### src/rtl/complex_mul_issue_ctrl_if.sv
// ---------------------------------------------------------------------------
// complex_mul_issue_ctrl_if
//   Bundles the three streams handled by complex_mul_issue_ctrl:
//     in_*   operand-pair request stream (valid/ready) with request tag
//     mul_*  enable/operands to the pipelined complex multiplier, and its
//            result/valid coming back (fixed latency, no backpressure)
//     out_*  show-ahead result stream (valid/ready) with the returned tag
//   master : the issue controller (accepts in_*, drives mul_* and out_*)
//   slave  : the surrounding logic (request source, multiplier, consumer)
// ---------------------------------------------------------------------------
interface complex_mul_issue_ctrl_if #(
  parameter int TAG_W = 4
);
  logic             in_valid;
  logic             in_ready;
  logic [31:0]      in_a_real;
  logic [31:0]      in_a_imag;
  logic [31:0]      in_c_real;
  logic [31:0]      in_c_imag;
  logic [TAG_W-1:0] in_tag;

  logic             mul_enable;
  logic [31:0]      mul_a_real;
  logic [31:0]      mul_a_imag;
  logic [31:0]      mul_c_real;
  logic [31:0]      mul_c_imag;
  logic [31:0]      mul_re;
  logic [31:0]      mul_im;
  logic             mul_valid;

  logic             out_valid;
  logic             out_ready;
  logic [31:0]      out_re;
  logic [31:0]      out_im;
  logic [TAG_W-1:0] out_tag;

  modport master (
    input  in_valid, in_a_real, in_a_imag, in_c_real, in_c_imag, in_tag,
    output in_ready,
    output mul_enable, mul_a_real, mul_a_imag, mul_c_real, mul_c_imag,
    input  mul_re, mul_im, mul_valid,
    output out_valid, out_re, out_im, out_tag,
    input  out_ready
  );

  modport slave (
    output in_valid, in_a_real, in_a_imag, in_c_real, in_c_imag, in_tag,
    input  in_ready,
    input  mul_enable, mul_a_real, mul_a_imag, mul_c_real, mul_c_imag,
    output mul_re, mul_im, mul_valid,
    input  out_valid, out_re, out_im, out_tag,
    output out_ready
  );
endinterface

### src/rtl/complex_mul_issue_ctrl.sv
// ---------------------------------------------------------------------------
// complex_mul_issue_ctrl
//   Issue/collect controller for a fixed-latency pipelined complex multiplier.
//   A request is accepted only when a result-FIFO slot is guaranteed for it
//   (buffered results + in-flight requests < DEPTH), so a returning result can
//   always be pushed without backpressure. The request tag rides a MUL_LAT-deep
//   shift register alongside the multiplier and is re-joined with the result.
//
// Ports
//   clk          rising-edge clock
//   rst          synchronous active-high reset
//   bus          complex_mul_issue_ctrl_if.master (in_*, mul_*, out_* streams)
//   inflight     requests issued whose result has not yet returned
//   err_spurious sticky flag: mul_valid arrived with nothing in flight
// ---------------------------------------------------------------------------
module complex_mul_issue_ctrl #(
  parameter int MUL_LAT = 7,
  parameter int DEPTH   = 8,
  parameter int TAG_W   = 4
) (
  input  logic                     clk,
  input  logic                     rst,
  complex_mul_issue_ctrl_if.master bus,
  output logic [$clog2(DEPTH):0]   inflight,
  output logic                     err_spurious
);

  localparam int PW = $clog2(DEPTH);
  localparam int CW = PW + 1;

  typedef struct packed {
    logic [31:0]      re;
    logic [31:0]      im;
    logic [TAG_W-1:0] tag;
  } entry_t;

  logic [TAG_W-1:0] tag_line_q [MUL_LAT];
  logic [TAG_W-1:0] tag_line_d [MUL_LAT];
  logic [PW-1:0]    wr_ptr_q, wr_ptr_d;
  logic [PW-1:0]    rd_ptr_q, rd_ptr_d;
  logic [CW-1:0]    fifo_count_q, fifo_count_d;
  logic [CW-1:0]    inflight_q, inflight_d;
  logic             out_valid_q, out_valid_d;
  logic             err_q, err_d;
  entry_t           mem_q [DEPTH];

  logic             ready;
  logic             issue;
  logic             push;
  logic             pop;
  logic [CW:0]      credit_used;

  // Credit check uses only registered counts: a slot freed by a pop this cycle
  // becomes available next cycle, keeping in_ready off any combinational path
  // from out_ready or mul_valid.
  assign credit_used = {1'b0, fifo_count_q} + {1'b0, inflight_q};
  assign ready       = !rst && (credit_used < DEPTH[CW:0]);
  assign issue       = bus.in_valid && ready;
  // A result with nothing in flight is spurious: flagged, never buffered.
  assign push        = bus.mul_valid && (inflight_q != '0);
  assign pop         = out_valid_q && bus.out_ready;

  assign bus.in_ready   = ready;
  assign bus.mul_enable = issue;
  assign bus.mul_a_real = bus.in_a_real;
  assign bus.mul_a_imag = bus.in_a_imag;
  assign bus.mul_c_real = bus.in_c_real;
  assign bus.mul_c_imag = bus.in_c_imag;

  assign bus.out_valid = out_valid_q;
  assign bus.out_re    = mem_q[rd_ptr_q].re;
  assign bus.out_im    = mem_q[rd_ptr_q].im;
  assign bus.out_tag   = mem_q[rd_ptr_q].tag;

  assign inflight     = inflight_q;
  assign err_spurious = err_q;

  always_comb begin
    // NOTE: every _d starts from its held value so no branch can infer a latch.
    tag_line_d   = tag_line_q;
    wr_ptr_d     = wr_ptr_q;
    rd_ptr_d     = rd_ptr_q;
    fifo_count_d = fifo_count_q;
    inflight_d   = inflight_q;

    // Stage 0 carries a tag only in issue cycles; stage MUL_LAT-1 lines up
    // with the multiplier's mul_valid for the same request.
    tag_line_d[0] = issue ? bus.in_tag : '0;
    for (int i = 1; i < MUL_LAT; i++) begin
      tag_line_d[i] = tag_line_q[i-1];
    end

    if (issue && !push) begin
      inflight_d = inflight_q + CW'(1);
    end else if (!issue && push) begin
      inflight_d = inflight_q - CW'(1);
    end

    if (push) begin
      wr_ptr_d = wr_ptr_q + PW'(1);
    end
    if (pop) begin
      rd_ptr_d = rd_ptr_q + PW'(1);
    end
    if (push && !pop) begin
      fifo_count_d = fifo_count_q + CW'(1);
    end else if (!push && pop) begin
      fifo_count_d = fifo_count_q - CW'(1);
    end

    out_valid_d = (fifo_count_d != '0);
    err_d       = err_q || (bus.mul_valid && (inflight_q == '0));
  end

  // NOTE: sequential state uses non-blocking assignments only, so every flop
  // samples the pre-edge value of every other flop.
  always_ff @(posedge clk) begin
    if (rst) begin
      tag_line_q   <= '{default: '0};
      wr_ptr_q     <= '0;
      rd_ptr_q     <= '0;
      fifo_count_q <= '0;
      inflight_q   <= '0;
      out_valid_q  <= 1'b0;
      err_q        <= 1'b0;
    end else begin
      tag_line_q   <= tag_line_d;
      wr_ptr_q     <= wr_ptr_d;
      rd_ptr_q     <= rd_ptr_d;
      fifo_count_q <= fifo_count_d;
      inflight_q   <= inflight_d;
      out_valid_q  <= out_valid_d;
      err_q        <= err_d;
    end
  end

  // NOTE: the storage array is deliberately not reset; out_valid_q and the
  // pointers/count decide what is visible, so stale entries are never exposed.
  always_ff @(posedge clk) begin
    if (push) begin
      mem_q[wr_ptr_q] <= '{re: bus.mul_re, im: bus.mul_im, tag: tag_line_q[MUL_LAT-1]};
    end
  end

endmodule

### src/flat_wrapper.sv
// flat-port wrapper written by rule: the top's interface ports become plain ports
module complex_mul_issue_ctrl_flat 
#(
  parameter int MUL_LAT = 7,
  parameter int DEPTH   = 8,
  parameter int TAG_W   = 4
)
  (clk, rst, inflight, err_spurious, bus_in_valid, bus_in_a_real, bus_in_a_imag, bus_in_c_real, bus_in_c_imag, bus_in_tag, bus_in_ready, bus_mul_enable, bus_mul_a_real, bus_mul_a_imag, bus_mul_c_real, bus_mul_c_imag, bus_mul_re, bus_mul_im, bus_mul_valid, bus_out_valid, bus_out_re, bus_out_im, bus_out_tag, bus_out_ready);
  complex_mul_issue_ctrl_if #(.TAG_W(TAG_W)) bus_i ();
  input  logic clk;
  input  logic rst;
  output logic [$clog2(DEPTH):0] inflight;
  output logic err_spurious;
  input wire logic [$bits(bus_i.in_valid)-1:0] bus_in_valid;
  input wire logic [$bits(bus_i.in_a_real)-1:0] bus_in_a_real;
  input wire logic [$bits(bus_i.in_a_imag)-1:0] bus_in_a_imag;
  input wire logic [$bits(bus_i.in_c_real)-1:0] bus_in_c_real;
  input wire logic [$bits(bus_i.in_c_imag)-1:0] bus_in_c_imag;
  input wire logic [$bits(bus_i.in_tag)-1:0] bus_in_tag;
  output wire logic [$bits(bus_i.in_ready)-1:0] bus_in_ready;
  output wire logic [$bits(bus_i.mul_enable)-1:0] bus_mul_enable;
  output wire logic [$bits(bus_i.mul_a_real)-1:0] bus_mul_a_real;
  output wire logic [$bits(bus_i.mul_a_imag)-1:0] bus_mul_a_imag;
  output wire logic [$bits(bus_i.mul_c_real)-1:0] bus_mul_c_real;
  output wire logic [$bits(bus_i.mul_c_imag)-1:0] bus_mul_c_imag;
  input wire logic [$bits(bus_i.mul_re)-1:0] bus_mul_re;
  input wire logic [$bits(bus_i.mul_im)-1:0] bus_mul_im;
  input wire logic [$bits(bus_i.mul_valid)-1:0] bus_mul_valid;
  output wire logic [$bits(bus_i.out_valid)-1:0] bus_out_valid;
  output wire logic [$bits(bus_i.out_re)-1:0] bus_out_re;
  output wire logic [$bits(bus_i.out_im)-1:0] bus_out_im;
  output wire logic [$bits(bus_i.out_tag)-1:0] bus_out_tag;
  input wire logic [$bits(bus_i.out_ready)-1:0] bus_out_ready;
  assign bus_i.in_valid = bus_in_valid;
  assign bus_i.in_a_real = bus_in_a_real;
  assign bus_i.in_a_imag = bus_in_a_imag;
  assign bus_i.in_c_real = bus_in_c_real;
  assign bus_i.in_c_imag = bus_in_c_imag;
  assign bus_i.in_tag = bus_in_tag;
  assign bus_in_ready = bus_i.in_ready;
  assign bus_mul_enable = bus_i.mul_enable;
  assign bus_mul_a_real = bus_i.mul_a_real;
  assign bus_mul_a_imag = bus_i.mul_a_imag;
  assign bus_mul_c_real = bus_i.mul_c_real;
  assign bus_mul_c_imag = bus_i.mul_c_imag;
  assign bus_i.mul_re = bus_mul_re;
  assign bus_i.mul_im = bus_mul_im;
  assign bus_i.mul_valid = bus_mul_valid;
  assign bus_out_valid = bus_i.out_valid;
  assign bus_out_re = bus_i.out_re;
  assign bus_out_im = bus_i.out_im;
  assign bus_out_tag = bus_i.out_tag;
  assign bus_i.out_ready = bus_out_ready;
  complex_mul_issue_ctrl #(.MUL_LAT(MUL_LAT), .DEPTH(DEPTH), .TAG_W(TAG_W)) u_core (.clk(clk), .rst(rst), .bus(bus_i), .inflight(inflight), .err_spurious(err_spurious));
endmodule
### config.mk
export PLATFORM = sky130hd
export DESIGN_NAME = complex_mul_issue_ctrl_flat
export DESIGN_NICKNAME = d
export VERILOG_FILES = /design/src/rtl/complex_mul_issue_ctrl_if.sv /design/src/rtl/complex_mul_issue_ctrl.sv /design/src/flat_wrapper.sv
export SDC_FILE = /design/constraint.sdc
export NUM_CORES = 1
export LEC_CHECK = 0
export CAP_MARGIN = 20
export CORE_MARGIN = 4
export CORE_UTILIZATION = 45
export CTS_BUF_LIST = sky130_fd_sc_hd__clkbuf_16
export DETAILED_ROUTE_END_ITERATION = 8
export GPL_ROUTABILITY_DRIVEN = 0
export PLACE_DENSITY = 0.7
export SLEW_MARGIN = 10
export SYNTH_ARGS = -nofsm -noshare
export SYNTH_HDL_FRONTEND = slang
export SYNTH_SLANG_ARGS = --single-unit
### constraint.sdc
create_clock -name clk -period 11.9 [get_ports clk]
set_input_delay 2.38 -clock clk [delete_from_list [all_inputs] [get_ports clk]]
set_output_delay 2.38 -clock clk [all_outputs]
set_load 0.005 [all_outputs]
# [After elaboration in Yosys (flattened, before gate mapping)]
# Memory sizes are Yosys's and may differ from the RTL's. A register that Yosys moved wholly into a read port is not among the register bits.
# Index checks and enable logic that the tools add are counted.
[classes] n_bitwise=1 n_lt_le_gt_ge=1 add_sub_neg=7 muxes=8 reduce_logical=19
[op_table] operator="$mux 4" n=4
[op_table] operator="$logic_and 1x1->1" n=9
[op_table] operator="$add 4x1->4 const B" n=2
[op_table] operator="$reduce_bool 4->1" n=2
[op_table] operator="$sub 4x1->4 const B" n=2
[op_table] operator="$add 3x1->3 const B" n=2
[op_table] operator="$mux 3" n=2
[op_table] operator="$add 4x4->5" n=1
[op_table] operator="$lt 5x4->1 const B" n=1
[op_table] operator="$logic_not 1->1" n=4
[op_table] operator="$logic_not 4->1" n=1
[op_table] operator="$mux 1" n=2
[op_table] operator="$reduce_bool 2->1" n=1
[op_table] operator="$reduce_or 2->1" n=1
[op_table] operator="$logic_or 1x1->1" n=1
[op_table] operator="$not 1->1" n=1
[word_totals] memories=1 register_bits=44 mem_bits_rw=544 word_cells=50
[memory_table] memory="u_core.mem_q" depth=8 width=68 read_ports=1 rd_ports_with_merged_regs=1 write_ports=1 line="complex_mul_issue_ctrl.sv:45" source="entry_t mem_q [DEPTH];"

# [Longest topological paths before layout]
[depth] word_depth=8 mapped_depth=12 ltp_nobuf=12

# [Least setup slack after synthesis]
# No wires, ideal clock.
[synth_timing] kind="input-to-reg" start="input bus_mul_valid" end="memory u_core.mem_q[0][0] (netlist name) (enable)" arrival_ps=9200 setup_time_ps=662 t_required_ps=11238 path_stages=4 setup_slack_ps=2038 path_cell_list="nor2b_4 > inv_4 > buf_8 > nor4_1"
[synth_via] elab_chain_cells=3
[synth_rtl] item="start: declaration" line="flat_wrapper.sv:28" source="input wire logic [$bits(bus_i.mul_valid)-1:0] bus_mul_valid;"
[synth_rtl] item="$logic_and 1x1->1" line="complex_mul_issue_ctrl.sv:60" source="assign push = bus.mul_valid && (inflight_q != '0);"
[synth_rtl] item="$mux 1" line="complex_mul_issue_ctrl.sv:140" source="if (push) begin"
[synth_rtl] item="$mux 1 (implied by the code)" line="complex_mul_issue_ctrl.sv:141" source="mem_q[wr_ptr_q] <= '{re: bus.mul_re, im: bus.mul_im, tag: tag_line_q[MUL_LAT-1]};"
[synth_rtl] item="end: declaration" line="complex_mul_issue_ctrl.sv:45"
# Every way passes these cells.

# [Worst setup path in the final report]
[layout_timing] start="input rst" end="output bus_mul_enable"
[layout_via] elab_chain_cells=3
[layout_rtl] item="start: declaration" line="flat_wrapper.sv:11" source="input logic rst;"
[layout_rtl] item="$logic_not 1->1" line="complex_mul_issue_ctrl.sv:57" source="assign ready = !rst && (credit_used < DEPTH[CW:0]);"
[layout_rtl] item="$logic_and 1x1->1" line="complex_mul_issue_ctrl.sv:57"
[layout_rtl] item="$logic_and 1x1->1" line="complex_mul_issue_ctrl.sv:58" source="assign issue = bus.in_valid && ready;"
[layout_rtl] item="end: declaration" line="flat_wrapper.sv:21" source="output wire logic [$bits(bus_i.mul_enable)-1:0] bus_mul_enable;"
# Every way passes these cells.

==> results_dict.tcl <==
set metrics [dict create \
    dr.pass1.iters 4 \
    initial_utilization 0.457 \
    cts_tree "done" \
    die_h_um 234 \
    synth.yosys.seq_area_share 0.748 \
    drv_cap 0 \
    status "finished, final reports clean" \
    wl_per_cell_um 24.3 \
    finalPower_mw 5.34 \
    antennaDiodeCount 0 \
    wl_um 45400 \
    drc 0 \
    ctsHoldBuffers 0 \
    cellLeakagePower_nw 8.27 \
    highest-signal-layer "met5" \
    yosys_warnings 0 \
    finalInstanceArea_mm2 0.0264 \
    finalHoldViolCount 0 \
    placed_cells 1760 \
    crit_path_max_incr_delay_ps 510 \
    grt_pass1_wl_um 67000 \
    first_global_vias 10500 \
    die-area_mm2 0.0550 \
    num_rows 82 \
    hold_slack_ps 433 \
    postLayoutCoreUtil 0.524 \
    antenna_found_initial 2 \
    period_needed_ps 6920 \
    maxSlewViolCount 0 \
    crit_path_cell_trace "clkdlybuf4s50_1 > buf_4 > or4_1 > a21oi_1 > and2_1 > clkdlybuf4s50_1" \
    cpMostUsedCell "clkdlybuf4s50_1" \
    dr_total_vias 10100 \
    dp.final_hpwl_um 25500 \
    fin_skew_ps 11.1 \
    grt_util_all_layers 0.165 \
    post_cts_buffers 0 \
    final_common_cell "edfxtp_1" \
    cts_made_buffers 58 \
    cp.arrival_ps 4540 \
    drt_iter0_markers 823 \
    final_cell_mix "edfxtp_1, clkdlybuf4s50_1, mux4_2, mux2_2, clkbuf_16" \
    clkLatencyLatePin_ps 600 \
    cts_root_buf "clkbuf_16" \
    startpoint_type "input pin" \
    clock_sinks 591 \
    worstMarginPinSlew_ps 1030 \
    hp-class "flop to flop" \
    rsz0062_at_grt "no" \
    cellPowerDensity_mw_per_mm2 202 \
    cts_buffer_depth 3 \
    ant_nets 0 \
    htree_levels 2 \
    grt_max_degree 71 \
    coreArea_mm2 0.0505 \
    wl_met1_um 17700 \
    place_area_mm2 0.0245 \
    fin_setup_tns_ps 0 \
    critical_path_required_ps 9520 \
    wl_met3_um 3550 \
    worst_path_max_delay_cell "clkdlybuf4s50_1" \
    die_x_um 234 \
    synth.distinct_cells 40 \
    wl_met2_um 22600 \
    synth.avg_cell_area_um2 21.2 \
    critPathCaptureType "output pin" \
    synthCells 1090 \
    drive_above_1_share 0.279 \
    fmax_ghz 0.145 \
    peakVddDrop_mv 0.143 \
    cp_max_fo 43 \
    synth_seq_cells 591 \
    stdcell_count 1868 \
    period_share 0.581 \
    relSlewSlack 0.312 \
    clk_pin_slew_worst_paths_ps 60 \
    cts-resized-gates 0 \
    fin_nets 1360 \
    fin_ws_ps 4980 \
    criticalPathCategory "input pin to output pin" \
    synth_nets 1302 \
    area_growth_pct 14.5 \
    syn_area_mm2 0.0231 \
    viasPerCell 5.38 \
    pin_count 405 \
    pre_cts_slack_ps 4970 \
    portBuffers 148 \
    finalSetupViolations 0 \
    grt_overflow 0 \
]
critical path, delay by kind of cell:
family	cells	cell delay (ps)
and+or+nand+nor	2	660
AOI/OAI and AO/OA	1	310
buffers and inverters	3	1150
power breakdown:
part           total, mW  switching, mW  leakage [nW]  internal (mW)
clock               1.83          0.755         0.988           1.07
sequential          2.50         0.0635          5.28           2.44
combinational       1.01          0.425          2.00          0.586
final timing paths:
check / from / endpoint / slack (ps) / cells past startpoint
max: rst / bus_mul_enable / 4980 / 6
min: u_core.tag_line_d[4] / u_core.tag_line_d[0] / 430 / 1
max reg2reg: u_core.inflight[3] / u_core.inflight[3] / 8610 / 12
min reg2reg: u_core.tag_line_d[4] / u_core.tag_line_d[0] / 430 / 1
registers in the layout (all words and copies together), names as in the netlist, named ones only:
| register | cells |
|---|---|
| u_core.mem_q | 544 |
| u_core.tag_line_d | 24 |
| u_core.fifo_count_q | 4 |
| u_core.inflight | 4 |
| u_core.tag_line_q | 4 |
| u_core.rd_ptr_q | 3 |
| u_core.wr_ptr_q | 3 |
| u_core.bus.out_valid | 1 |
| u_core.err_spurious | 1 |
routing by layer:
layer  global-route usage  up-vias
li1                     -     4374
met1                0.208     5204
met2                0.271      325
met3               0.0529      148
met4               0.0578        4
met5                    0        -
area by class of cell:
cell class | instances | area, um2
fill | 3930 | 24000
sequential | 591 | 17300
multi-input combinational | 322 | 4670
timing repair buffer | 171 | 1650
clock buffer | 62 | 1550
tap | 672 | 841
clock inverter | 46 | 405
inverter | 4 | 17.5
cell usage after synthesis (all sizes together):
| library cell | instances | share of area |
|---|---|---|
| mux2i | 1 | 0.00043 |
| mux4 | 136 | 0.13 |
| buf | 152 | 0.047 |
| a21o | 1 | 0.00033 |
| mux2 | 69 | 0.034 |
| nand3 | 1 | 0.00022 |
| or3 | 3 | 0.00081 |
| nor3 | 8 | 0.0020 |
| xnor2 | 5 | 0.0019 |
| ha | 10 | 0.0054 |
| edfxtp | 544 | 0.71 |
| and3 | 5 | 0.0014 |
| nor3b | 1 | 0.00033 |
| a21oi | 10 | 0.0023 |
| nand2b | 2 | 0.00054 |
| o21a | 1 | 0.00033 |
| nand2 | 11 | 0.0018 |
| nor4 | 3 | 0.0015 |
| nor2 | 16 | 0.0026 |
| o21ai | 2 | 0.00043 |
| dfxtp | 47 | 0.041 |
| and2 | 2 | 0.00054 |
| a31o | 1 | 0.00038 |
| nor2b | 26 | 0.0074 |
| fa | 1 | 0.00087 |
| inv | 4 | 0.00076 |
| a211oi | 2 | 0.00065 |
| or4 | 1 | 0.00033 |
| xor2 | 4 | 0.0015 |
| clkbuf | 21 | 0.0034 |
cells by family after synthesis:
family,share of synthesized area
flops,0.748
mux,0.167
buf+inv,0.0512
simple gates,0.0193
compound gates,0.00444
fa+ha+maj,0.00629
xor+xnor,0.00341
Power figures use the tool's default switching activity.
